### src/rtl/da_fir_engine.sv
// Bit-serial distributed-arithmetic FIR engine: MSB-first ROM addressing, shift-accumulate output.
// Define DA_FOLDED_ROM_EN when the coefficient ROM stores the folded half table.
module da_fir_engine #(
  parameter int word_width   = 16,
  parameter int data_width   = 16,
  parameter int filter_order = 4,
  parameter logic signed [word_width-1:0] OFFSET = '0
) (
  input  logic                                  clk,
  input  logic                                  rst_n,
  input  logic                                  in_valid,
  output logic                                  in_ready,
  input  logic signed [data_width-1:0]          in_data,
  output logic [filter_order-1:0]               rom_addr,
  input  logic signed [word_width-1:0]          rom_q,
  output logic                                  out_valid,
  input  logic                                  out_ready,
  output logic signed [word_width+data_width:0] out_data
);
  localparam int acc_width = word_width + data_width + 1;
  localparam int cnt_width = $clog2(data_width);
  localparam logic [cnt_width-1:0] bit_top = cnt_width'(data_width - 1);

  typedef enum logic [1:0] {IDLE, RUN, LAST} state_t;
  state_t state, state_nxt;

  logic signed [data_width-1:0] tap [filter_order];
  logic [cnt_width-1:0]         n;
  logic                         accept;
  logic                         d_valid, d_first, d_last;
  logic signed [acc_width-1:0]  acc, rom_ext, term, sum, offset_ext;

  assign in_ready   = (state == IDLE) && (!out_valid || out_ready);
  assign accept     = in_valid && in_ready;
  assign rom_ext    = {{(acc_width-word_width){rom_q[word_width-1]}}, rom_q};
  assign offset_ext = {{(acc_width-word_width){OFFSET[word_width-1]}}, OFFSET};
  assign sum        = {acc[acc_width-2:0], 1'b0} + term;

  always_comb begin
    state_nxt = state;
    case (state)
      IDLE:    if (accept) state_nxt = RUN;
      RUN:     if (n == '0) state_nxt = LAST;
      LAST:    state_nxt = IDLE;
      default: state_nxt = IDLE;
    endcase
  end

  // One bit-slice of every tap forms the address; tap[0] lands in the LSB.
  always_comb begin
    rom_addr = '0;
    if (state == RUN)
      for (int unsigned k = 0; k < filter_order; k++) rom_addr[k] = tap[k][n];
  end

`ifdef DA_FOLDED_ROM_EN
  logic d_msb;

  always_ff @(posedge clk or negedge rst_n) begin
    if (!rst_n) d_msb <= 1'b0;
    else        d_msb <= rom_addr[filter_order-1];
  end

  always_comb begin
    term = rom_ext;
    if (d_msb) term = -rom_ext;
  end
`else
  always_comb begin
    term = rom_ext;
  end
`endif

  always_ff @(posedge clk or negedge rst_n) begin
    if (!rst_n) begin
      state     <= IDLE;
      n         <= '0;
      d_valid   <= 1'b0;
      d_first   <= 1'b0;
      d_last    <= 1'b0;
      acc       <= '0;
      out_valid <= 1'b0;
      out_data  <= '0;
      for (int unsigned k = 0; k < filter_order; k++) tap[k] <= '0;
    end else begin
      state <= state_nxt;
      if (accept) begin
        n      <= bit_top;
        tap[0] <= in_data;
        for (int unsigned k = 1; k < filter_order; k++) tap[k] <= tap[k-1];
      end else if (state == RUN && n != '0) begin
        n <= n - cnt_width'(1);
      end
      // Flags ride one cycle behind the address so they line up with rom_q.
      d_valid <= (state == RUN);
      d_first <= (state == RUN) && (n == bit_top);
      d_last  <= (state == RUN) && (n == '0);
      if (d_valid) acc <= d_first ? -term : sum;
      if (d_valid && d_last) begin
        out_data  <= sum + offset_ext;
        out_valid <= 1'b1;
      end else if (out_ready) begin
        out_valid <= 1'b0;
      end
    end
  end
endmodule

### config.mk
export PLATFORM = sky130hd
export DESIGN_NAME = da_fir_engine
export DESIGN_NICKNAME = d
export VERILOG_FILES = /design/src/rtl/da_fir_engine.sv
export SDC_FILE = /design/constraint.sdc
export NUM_CORES = 1
export LEC_CHECK = 0
export CORE_MARGIN = 2
export CORE_UTILIZATION = 50
export DETAILED_ROUTE_END_ITERATION = 16
export DONT_BUFFER_PORTS = 1
export GPL_TIMING_DRIVEN = 0
export HOLD_SLACK_MARGIN = 0.12
export PLACE_DENSITY = 0.77
export SLEW_MARGIN = 25
export SYNTH_ARGS = -nofsm -noshare
export SYNTH_HDL_FRONTEND = slang
export SYNTH_SLANG_ARGS = --single-unit
### constraint.sdc
create_clock -name clk -period 4.4 [get_ports clk]
set_input_delay 0.88 -clock clk [delete_from_list [all_inputs] [get_ports clk]]
set_output_delay 0.88 -clock clk [all_outputs]
set_load 0.01 [all_outputs]
==> flow_summary_export.csv, run 1 <==
group,metric,value,unit
clock_network,clkTransAtPathRegs,0.07,ns
sta,clock_skew,0.0131,ns
drt,num_vias,5755,
sta,setup_viol,0,
global_routing,grt_max_degree,140,
logic_synthesis,synth-edff-count,0,
finish,final_util,0.575,
clock_network,htree_num_levels,4,
worst_hold_path,hold_class,"in -> async",
finish,layout.nets,827,
global_routing,grt_pass1_vias,5896,
clock_network,worst_skew_pair.late_latency,0.44,ns
finish,multi_input_area,0.00418,mm^2
floorplanning,ios,75,
sta,tns,0,ns
logic_synthesis,ys_seq_elements,139,
drt,wirelength,18.3,mm
sta,hold_violations,0,
drt,first_pass_iters,4,
clock_network,cts_tree,"built",
global_routing,antenna_found_initial,0,
setup_path,required,3.52,ns
finish,final_layout_size_suffix_gt1_frac,0.197,
setup_path,start_kind,"register",
outcome,status,"finished clean",
placement,routabilityCongestion,0.934,
setup_path,cp_data_arrival_time,3.07,ns
floorplanning,coreArea,0.0153,mm^2
floorplanning,fp-row-count,45,
sta,clock.fmax,253,MHz
sta,slew_headroom,0.456,
placement,io_buffers,0,
clock_network,clockBufferDepth,2,
clock_network,cts_root_buf,"clkbuf_16",
power,p_leak,3.73,nW
finish,stdcell_count,979,
sta,hold_slack,0.152,ns
sta,min_period_over_period,0.897,
logic_synthesis,synthCells,734,
logic_synthesis,yosysUniqueCellTypes,60,
clock_network,post_cts_resized,0,
setup_path,crit_path_max_fanout,10,
finish,regArea,0.00348,mm^2
floorplanning,fp.dieW,130,um
sta,worstMarginPinSlew,0.810,ns
finish,nFillCells,1277,
sta,rsz0062_at_grt,"false",
logic_synthesis,synthArstFlopShare,1.00,
clock_network,clock-sinks,139,
power,power_density,847,mW/mm^2
logic_synthesis,synth_area_leaders,"dfrtp_1 44%, mux2_2 11%, mux4_2 5.7%, ha_1 5.5%, a21oi_1 3.2%",
drt,vias_per_cell,5.88,
logic_synthesis,synth_area,0.00790,mm^2
job,maxCapViolations,0,
setup_path,endpoint_kind,"primary output",
drt,drt_iter0_markers,390,
drt,wl_per_cell,18.6,um
power,ir_drop,0.446,mV
floorplanning,die_area,0.0168,mm^2
logic_synthesis,synth_top_area_share,0.440,
sta,setup_slack,0.451,ns
floorplanning,die_y,130,um
placement,dp_hpwl,13.0,mm
global_routing,grtUsageTotal,0.232,
floorplanning,start_util,0.516,
logic_synthesis,avgSynthCellArea,10.8,um^2
logic_synthesis,yosysWarningCount,0,
placement,placed_cells,945,
setup_path,critPathKind,"reg -> out",
global_routing,grt_overflow_total,0,
sta,layout_min_cycle_time,3.95,ns
sta,slew_viol_final,0,
drt,drcViolationCount,0,
finish,area_growth,11.5,%
logic_synthesis,yosysTopAreaCell,"dfrtp_1",
global_routing,grt_pass1_wl,30.2,mm
logic_synthesis,synth-seq-area-share,0.440,
logic_synthesis,syn-num-nets,806,
drt,antenna_left,0,
finish,antenna-diode-count,0,
clock_network,cts_buffers,17,
placement,place_ws,0.810,ns
logic_synthesis,ys.flop_type,"dfrtp_1",
-- synthesized netlist by cell type (all sizes together) (17+ instances only) --
master and instances:
xor2 18, nor2 53, mux2 83, dfrtp 139, o21ai 50, inv 17, clkbuf 29, ha 35
mux4 20, a21oi 52, nand2 61, xnor2 25
-- cell type report --
| cell class | count | area share |
|---|---|---|
| Timing Repair Buffer | 2 | 0.00540 |
| Sequential cell | 139 | 0.395 |
| Tap cell | 211 | 0.0300 |
| Clock buffer | 17 | 0.0483 |
| Inverter | 17 | 0.00724 |
| Multi-Input combinational cell | 534 | 0.475 |
| Clock inverter | 15 | 0.0195 |
| Buffer | 44 | 0.0202 |
-- what timing repair did --
item | 4_1_cts | 5_1_grt
hold buffers | 0 | 2
setup endpoints to repair | 0 | 0
setup buffers | 0 | 0
hold endpoints to repair | 0 | 41
-- placed cells by master, fill, tap and decap left out, types with 17 or more instances in the layout --
cell type	netlist	routed
dfrtp_1	139	139
mux2_2	80	80
nand2_1	61	61
nor2_1	53	53
a21oi_1	51	51
ha_1	35	35
o21ai_0	30	30
clkbuf_1	29	29
xnor2_1	25	25
mux4_2	20	20
o21ai_1	20	20
xor2_1	18	18
inv_1	17	17
clkbuf_16	0	17
-- sequential cells by signal, summed over array words and instances, names as in the netlist --
register and count:
d_valid 1, acc 32, state 2, out_valid 1
d_last 1, n 4, out_data 33, tap 64
d_first 1
-- path summary, 6_finish.rpt --
path / start / to / slack, ns / cells past startpoint
setup / recovery: n[0] / rom_addr[3] / 0.45 / 5
hold / removal: rst_n / acc[28] / 0.15 / 0
setup reg to reg: acc[0] / acc[31] / 1.25 / 10
hold reg to reg: tap[7] / tap[7] / 0.51 / 1
max in group asynchronous: rst_n / out_data[18] / 3.92 / 1
min in group clk: tap[7] / tap[7] / 0.51 / 1
-- routing by layer --
| metal | track usage | share of wire |
|---|---|---|
| met2 | 0.376 | 0.48 |
| met1 | 0.296 | 0.44 |
| met4 | 0.0784 | 0.019 |
| met5 | 0 | 0 |
| met3 | 0.0759 | 0.061 |
-- worst max-delay path, stage by stage (launching register included) --
cell	delay, ns
dfrtp_1	0.36
clkbuf_1	0.57
buf_2	0.43
mux4_2	0.56
mux4_2	0.48
and2_1	0.22
-- logic make-up (layout without fill, tap and decap cells) --
| family | Yosys count | count (layout) | share of synthesized area |
|---|---|---|---|
| flops | 139 | 139 | 0.440 |
| simple gates | 181 | 181 | 0.107 |
| xor+xnor | 43 | 43 | 0.0476 |
| compound gates | 164 | 164 | 0.132 |
| fa+ha+maj | 36 | 36 | 0.0579 |
| buf+inv | 61 | 95 | 0.0306 |
| mux | 110 | 110 | 0.184 |
-- through the flow --
step / power (mW) / area (um^2)
4_1_cts: 7.47 / 8760
2_1_floorplan: 5.15 / 7900
5_1_grt: 8.03 / 8810
3_3_place_gp: 5.90 / 8170
3_5_place_dp: 6.01 / 8170
6_report: 7.47 / 8810
-- power by group --
group | total (mW) | switching (mW) | internal (mW)
clock | 1.42 | 0.660 | 0.762
sequential | 2.45 | 0.509 | 1.94
combinational | 3.60 | 1.94 | 1.66
(Power assumes the default switching activity.)
==> run 2: changes to the inputs <==
--- a/config.mk
+++ b/config.mk
@@ -11,7 +11,7 @@
 export DONT_BUFFER_PORTS = 1
 export GPL_TIMING_DRIVEN = 0
 export HOLD_SLACK_MARGIN = 0.12
-export PLACE_DENSITY = 0.77
+export PLACE_DENSITY = 0.8
 export SLEW_MARGIN = 25
 export SYNTH_ARGS = -nofsm -noshare
 export SYNTH_HDL_FRONTEND = slang
==> constraint.sdc (replaced) <==
create_clock -name clk -period 3.6 [get_ports clk]
set_input_delay 0.72 -clock clk [delete_from_list [all_inputs] [get_ports clk]]
set_output_delay 0.72 -clock clk [all_outputs]
set_load 0.01 [all_outputs]
==> flow_summary_export.csv, run 2 (synthesis results as in run 1) <==
group,metric,value,unit
outcome,status,"finished, violations left",
outcome,violations,"hold timing",
clock_network,cts_root_buf,"clkbuf_16",
floorplanning,start_util,0.516,
power,sequentialPowerShare,0.324,
drt,wl_per_cell,18.4,um
drt,wirelength,17.9,mm
setup_path,endpoint_kind,"primary output",
finish,regArea,0.00348,mm^2
placement,dp_hpwl,12.9,mm
sta,rsz0062_at_grt,"false",
sta,hold_slack,-0.0218,ns
power,fin_total_pwr,9.20,mW
floorplanning,die_area,0.0168,mm^2
setup_path,cp_data_arrival_time,2.72,ns
placement,routabilityCongestion,0.917,
placement,io_buffers,0,
setup_path,rr_worst_depth,10,
global_routing,grt_pass1_vias,5821,
floorplanning,fp-row-count,45,
drt,num_vias,5755,
global_routing,grt_max_degree,140,
clock_network,htree_num_levels,4,
drt,vias_per_cell,5.89,
finish,final_layout_size_suffix_gt1_frac,0.197,
finish,multi_input_area,0.00418,mm^2
setup_path,crit_path_max_fanout,10,
clock_network,worst_skew_pair.late_latency,0.43,ns
worst_hold_path,hold_class,"in -> async",
job,maxCapViolations,0,
global_routing,grtUsageTotal,0.229,
sta,setup_slack,0.159,ns
placement,placed_cells,945,
finish,nFillCells,1294,
clock_network,clockBufferDepth,2,
sta,layout_min_cycle_time,3.44,ns
finish,final_common_cell,"dfrtp_1",
drt,drt_iter0_markers,389,
power,swShare,0.407,
sta,setup_viol,0,
clock_network,clkTransAtPathRegs,0.07,ns
sta,clock.fmax,291,MHz
finish,layout.nets,825,
sta,min_period_over_period,0.956,
power,p_switching,3.75,mW
power,power_density,1050,mW/mm^2
sta,slew_viol_final,0,
finish,antenna-diode-count,0,
power,combPwrFrac,0.478,
finish,top_register,"tap",
power,p_clk_frac,0.199,
finish,area_growth,11.4,%
drt,drcViolationCount,0,
finish,final_cell_mix,"139 x dfrtp_1, 80 x mux2_2, 61 x nand2_1",
finish,reg_top3,"tap x64, out_data x33, acc x32",
sta,slew_headroom,0.460,
power,p_int,5.46,mW
global_routing,antenna_found_initial,0,
floorplanning,ios,75,
floorplanning,coreArea,0.0153,mm^2
setup_path,required,2.88,ns
placement,place_ws,0.163,ns
clock_network,cts_tree,"built",
drt,first_pass_iters,5,
sta,hold_violations,41,
sta,worstMarginPinSlew,0.810,ns
global_routing,grt_pass1_wl,29.8,mm
clock_network,clock-sinks,139,
drt,antenna_left,0,
power,p_leak,3.73,nW
setup_path,critPathKind,"reg -> out",
finish,final_util,0.575,
power,ir_drop,0.562,mV
finish,largest_register_ffs,64,
clock_network,cts_buffers,17,
global_routing,grt_overflow_total,0,
sta,clock_skew,0.0112,ns
floorplanning,die_y,130,um
setup_path,start_kind,"register",
setup_path,r2r_setup_slack,0.47,ns
floorplanning,fp.dieW,130,um
finish,stdcell_count,977,
setup_path,worst_r2r_endpoint,"out_data[23]",
setup_path,r2r-start,"acc[0]",
sta,tns,0,ns
-- run 2: worst max-delay path by stage --
stage / depth (start not counted) / slack [ns] / end / startpoint
after floorplan: 10 / 0.56 / out_data[23] / rom_q[1]
final: 5 / 0.16 / rom_addr[2] / n[1]
after detailed placement: 10 / 0.16 / out_data[23] / rom_q[1]
after global placement: 10 / 0.19 / out_data[23] / rom_q[1]
after CTS: 5 / 0.09 / rom_addr[3] / n[0]
after global routing: 5 / 0.04 / rom_addr[3] / n[0]
-- run 2: repair_timing --
action / in CTS / in global routing
setup endpoints to repair: 4 / 4
resized for setup: 2 / 1
endpoints found under the hold margin: 139 / 139
buffers inserted: 0 / 0
-- run 2: per-layer routing --
metal / track usage / vias up / share of wire
li1: - / 2709 / -
met1: 0.284 / 2817 / 0.42
met2: 0.372 / 184 / 0.48
met3: 0.0705 / 45 / 0.070
met4: 0.103 / 0 / 0.029
met5: 0 / - / 0
-- run 2: metrics by stage --
stage | cell area (um^2) | hold slack (ns)
final | 8800 | -0.0218
after global routing | 8800 | -0.0477
after CTS | 8800 | -0.0357
after detailed placement | 8170 | 0.429
after global placement | 8170 | 0.430
after floorplan | 7900 | 0.424
-- run 2: power groups by stage --
| stage | Clock (mW) | Sequential, mW | Combinational (mW) |
|---|---|---|---|
| after global placement | 0 | 2.97 | 4.20 |
| after CTS | 1.86 | 2.99 | 4.37 |
| after floorplan | 0 | 2.81 | 3.48 |
| final | 1.83 | 2.98 | 4.40 |
| after detailed placement | 0 | 3.01 | 4.33 |
| after global routing | 1.94 | 3.09 | 4.82 |
-- run 2: worst max-delay path, stage by stage, from the launching register on --
cell and delay, ns:
dfrtp_1 0.34, clkbuf_1 0.49, clkbuf_2 0.38, mux4_2 0.37, mux4_2 0.47, and2_1 0.23
-- run 2: final cells by class --
class                   instances  share of cell area
multi-input cells             534               0.475
flip-flops and latches        139               0.395
clock buffers                  17              0.0483
well taps                     211              0.0300
clock inverters                15              0.0234
plain buffers                  44              0.0207
inverters                      17             0.00725
==> run 3: changes to the inputs <==
--- a/config.mk
+++ b/config.mk
@@ -5,13 +5,15 @@
 export SDC_FILE = /design/constraint.sdc
 export NUM_CORES = 1
 export LEC_CHECK = 0
+export CELL_PAD_IN_SITES_DETAIL_PLACEMENT = 1
+export CELL_PAD_IN_SITES_GLOBAL_PLACEMENT = 1
 export CORE_MARGIN = 2
 export CORE_UTILIZATION = 50
 export DETAILED_ROUTE_END_ITERATION = 16
 export DONT_BUFFER_PORTS = 1
 export GPL_TIMING_DRIVEN = 0
 export HOLD_SLACK_MARGIN = 0.12
-export PLACE_DENSITY = 0.8
+export PLACE_DENSITY = 0.91
 export SLEW_MARGIN = 25
 export SYNTH_ARGS = -nofsm -noshare
 export SYNTH_HDL_FRONTEND = slang
==> constraint.sdc (replaced) <==
create_clock -name clk -period 3.9 [get_ports clk]
set_input_delay 0.78 -clock clk [delete_from_list [all_inputs] [get_ports clk]]
set_output_delay 0.78 -clock clk [all_outputs]
set_load 0.01 [all_outputs]
==> flow_summary_export.csv, run 3 (synthesis results as in run 1) <==
group,metric,value,unit
setup_path,endpoint_kind,"primary output",
sta,tns,0,ns
power,combPwrFrac,0.498,
finish,antenna-diode-count,0,
sta,setup_viol,0,
sta,layout_min_cycle_time,3.64,ns
drt,first_pass_iters,5,
finish,top_register,"tap",
sta,setup_slack,0.255,ns
worst_hold_path,hold_class,"in -> async",
finish,final_layout_size_suffix_gt1_frac,0.197,
setup_path,required,3.12,ns
placement,routabilityCongestion,0.922,
global_routing,grt_pass1_wl,40.9,mm
sta,slew_headroom,0.337,
setup_path,crit_chain,"clkbuf_2 -> buf_2 -> mux4_2 -> mux4_2 -> and2_1",
finish,final_util,0.573,
drt,vias_per_cell,6.54,
sta,clock.fmax,274,MHz
drt,wl_per_cell,26.1,um
global_routing,grt_overflow_total,0,
drt,wirelength,25.5,mm
finish,reg_top3,"tap x64, out_data x33, acc x32",
finish,area_growth,11.0,%
sta,min_period_over_period,0.935,
placement,dp_hpwl,17.2,mm
power,sequentialPowerShare,0.320,
drt,antenna_left,0,
floorplanning,fp-row-count,45,
power,p_leak,3.71,nW
setup_path,start_kind,"register",
setup_path,max_stage_delay,0.58,ns
power,p_switching,4.04,mW
floorplanning,die_area,0.0168,mm^2
setup_path,crit_path_max_fanout,10,
floorplanning,fp.dieW,130,um
power,swShare,0.450,
clock_network,htree_num_levels,4,
setup_path,path_buf_inv,2,
placement,place_ws,0.294,ns
setup_path,path_delay_family,"multiplexers",
job,maxCapViolations,0,
setup_path,cp.depth,5,
sta,rsz0062_at_grt,"false",
finish,final_cell_mix,"139 x dfrtp_1, 80 x mux2_2, 61 x nand2_1",
global_routing,grtUsageTotal,0.324,
floorplanning,die_y,130,um
power,ir_drop,0.521,mV
power,p_clk_frac,0.181,
clock_network,cts_root_buf,"clkbuf_16",
setup_path,path_common_cell,"mux4_2",
clock_network,clockBufferDepth,2,
floorplanning,start_util,0.516,
clock_network,clkTransAtPathRegs,0.07,ns
clock_network,clock-sinks,139,
placement,io_buffers,0,
drt,num_vias,6391,
outcome,status,"finished clean",
sta,hold_violations,0,
sta,clock_skew,0.0107,ns
clock_network,cts_buffers,17,
global_routing,grt_pass1_vias,7230,
floorplanning,coreArea,0.0153,mm^2
global_routing,antenna_found_initial,0,
finish,layout.nets,825,
global_routing,grt_max_degree,140,
setup_path,r2r_setup_slack,0.59,ns
drt,drt_iter0_markers,598,
sta,worstMarginPinSlew,0.987,ns
clock_network,cts_tree,"built",
sta,slew_viol_final,0,
setup_path,crit_path_top_delay_cell,"mux4_2",
setup_path,critPathKind,"reg -> out",
clock_network,worst_skew_pair.late_latency,0.44,ns
power,p_int,4.94,mW
setup_path,rr_worst_depth,10,
power,power_density,1020,mW/mm^2
setup_path,cp_data_arrival_time,2.86,ns
drt,drcViolationCount,0,
finish,final_common_cell,"dfrtp_1",
floorplanning,ios,75,
finish,largest_register_ffs,64,
-- run 3: cell types whose count changed in the layout (fill, tap and decap cells not counted) --
cell / delta
buf_2: +1
bufinv_16: -2
clkbuf_4: -1
clkinv_4: -1
clkinv_8: +1
inv_6: +1
inv_8: +1
-- run 3: metal layers --
layer  wire length, um  GRT usage  part of all wire
met1              9740      0.368              0.38
met5                 0          0                 0
met3              1510     0.0771             0.059
met2             13000      0.567              0.51
met4              1300      0.173             0.051
-- run 3: worst paths after layout --
| path | start | endpoint |
|---|---|---|
| max in group asynchronous | rst_n | out_data[23] |
| worst max register to register | acc[0] | out_data[23] |
| worst min-delay path | rst_n | out_data[26] |
| worst max-delay path | n[0] | rom_addr[1] |
| worst min register to register | acc[20] | acc[20] |
| min in group clk | in_data[13] | tap[61] |
-- run 3: through the flow --
stage	power, mW	cells	hold WS (ns)	cell area (um^2)
finish	8.98	977	0.0307	8770
global route	9.47	977	0.0149	8770
global placement	6.61	945	0.482	8170
floorplan	5.81	734	0.474	7900
CTS	8.92	977	0.0265	8770
detailed placement	7.09	945	0.488	8170
-- run 3: layout make-up --
cell class	instances	area [um^2]
Fill cell	1640	6550
Multi-Input combinational cell	534	4180
Sequential cell	139	3480
Clock buffer	17	425
Tap cell	211	264
Buffer	44	180
Clock inverter	15	174
Inverter	17	63.8
-- run 3: power groups by stage --
stage / Sequential [mW] / Clock [mW] / Combinational [mW]
after global routing: 2.94 / 1.71 / 4.83
after detailed placement: 2.84 / 0 / 4.25
after CTS: 2.86 / 1.64 / 4.42
after global placement: 2.74 / 0 / 3.88
after floorplan: 2.60 / 0 / 3.21
final: 2.88 / 1.63 / 4.47
-- run 3: timing repair --
item | in CTS | in global routing
gates resized for setup | 2 | 0
endpoints found under the setup margin | 4 | 0
setup buffers | 0 | 0
hold endpoints to repair | 139 | 139
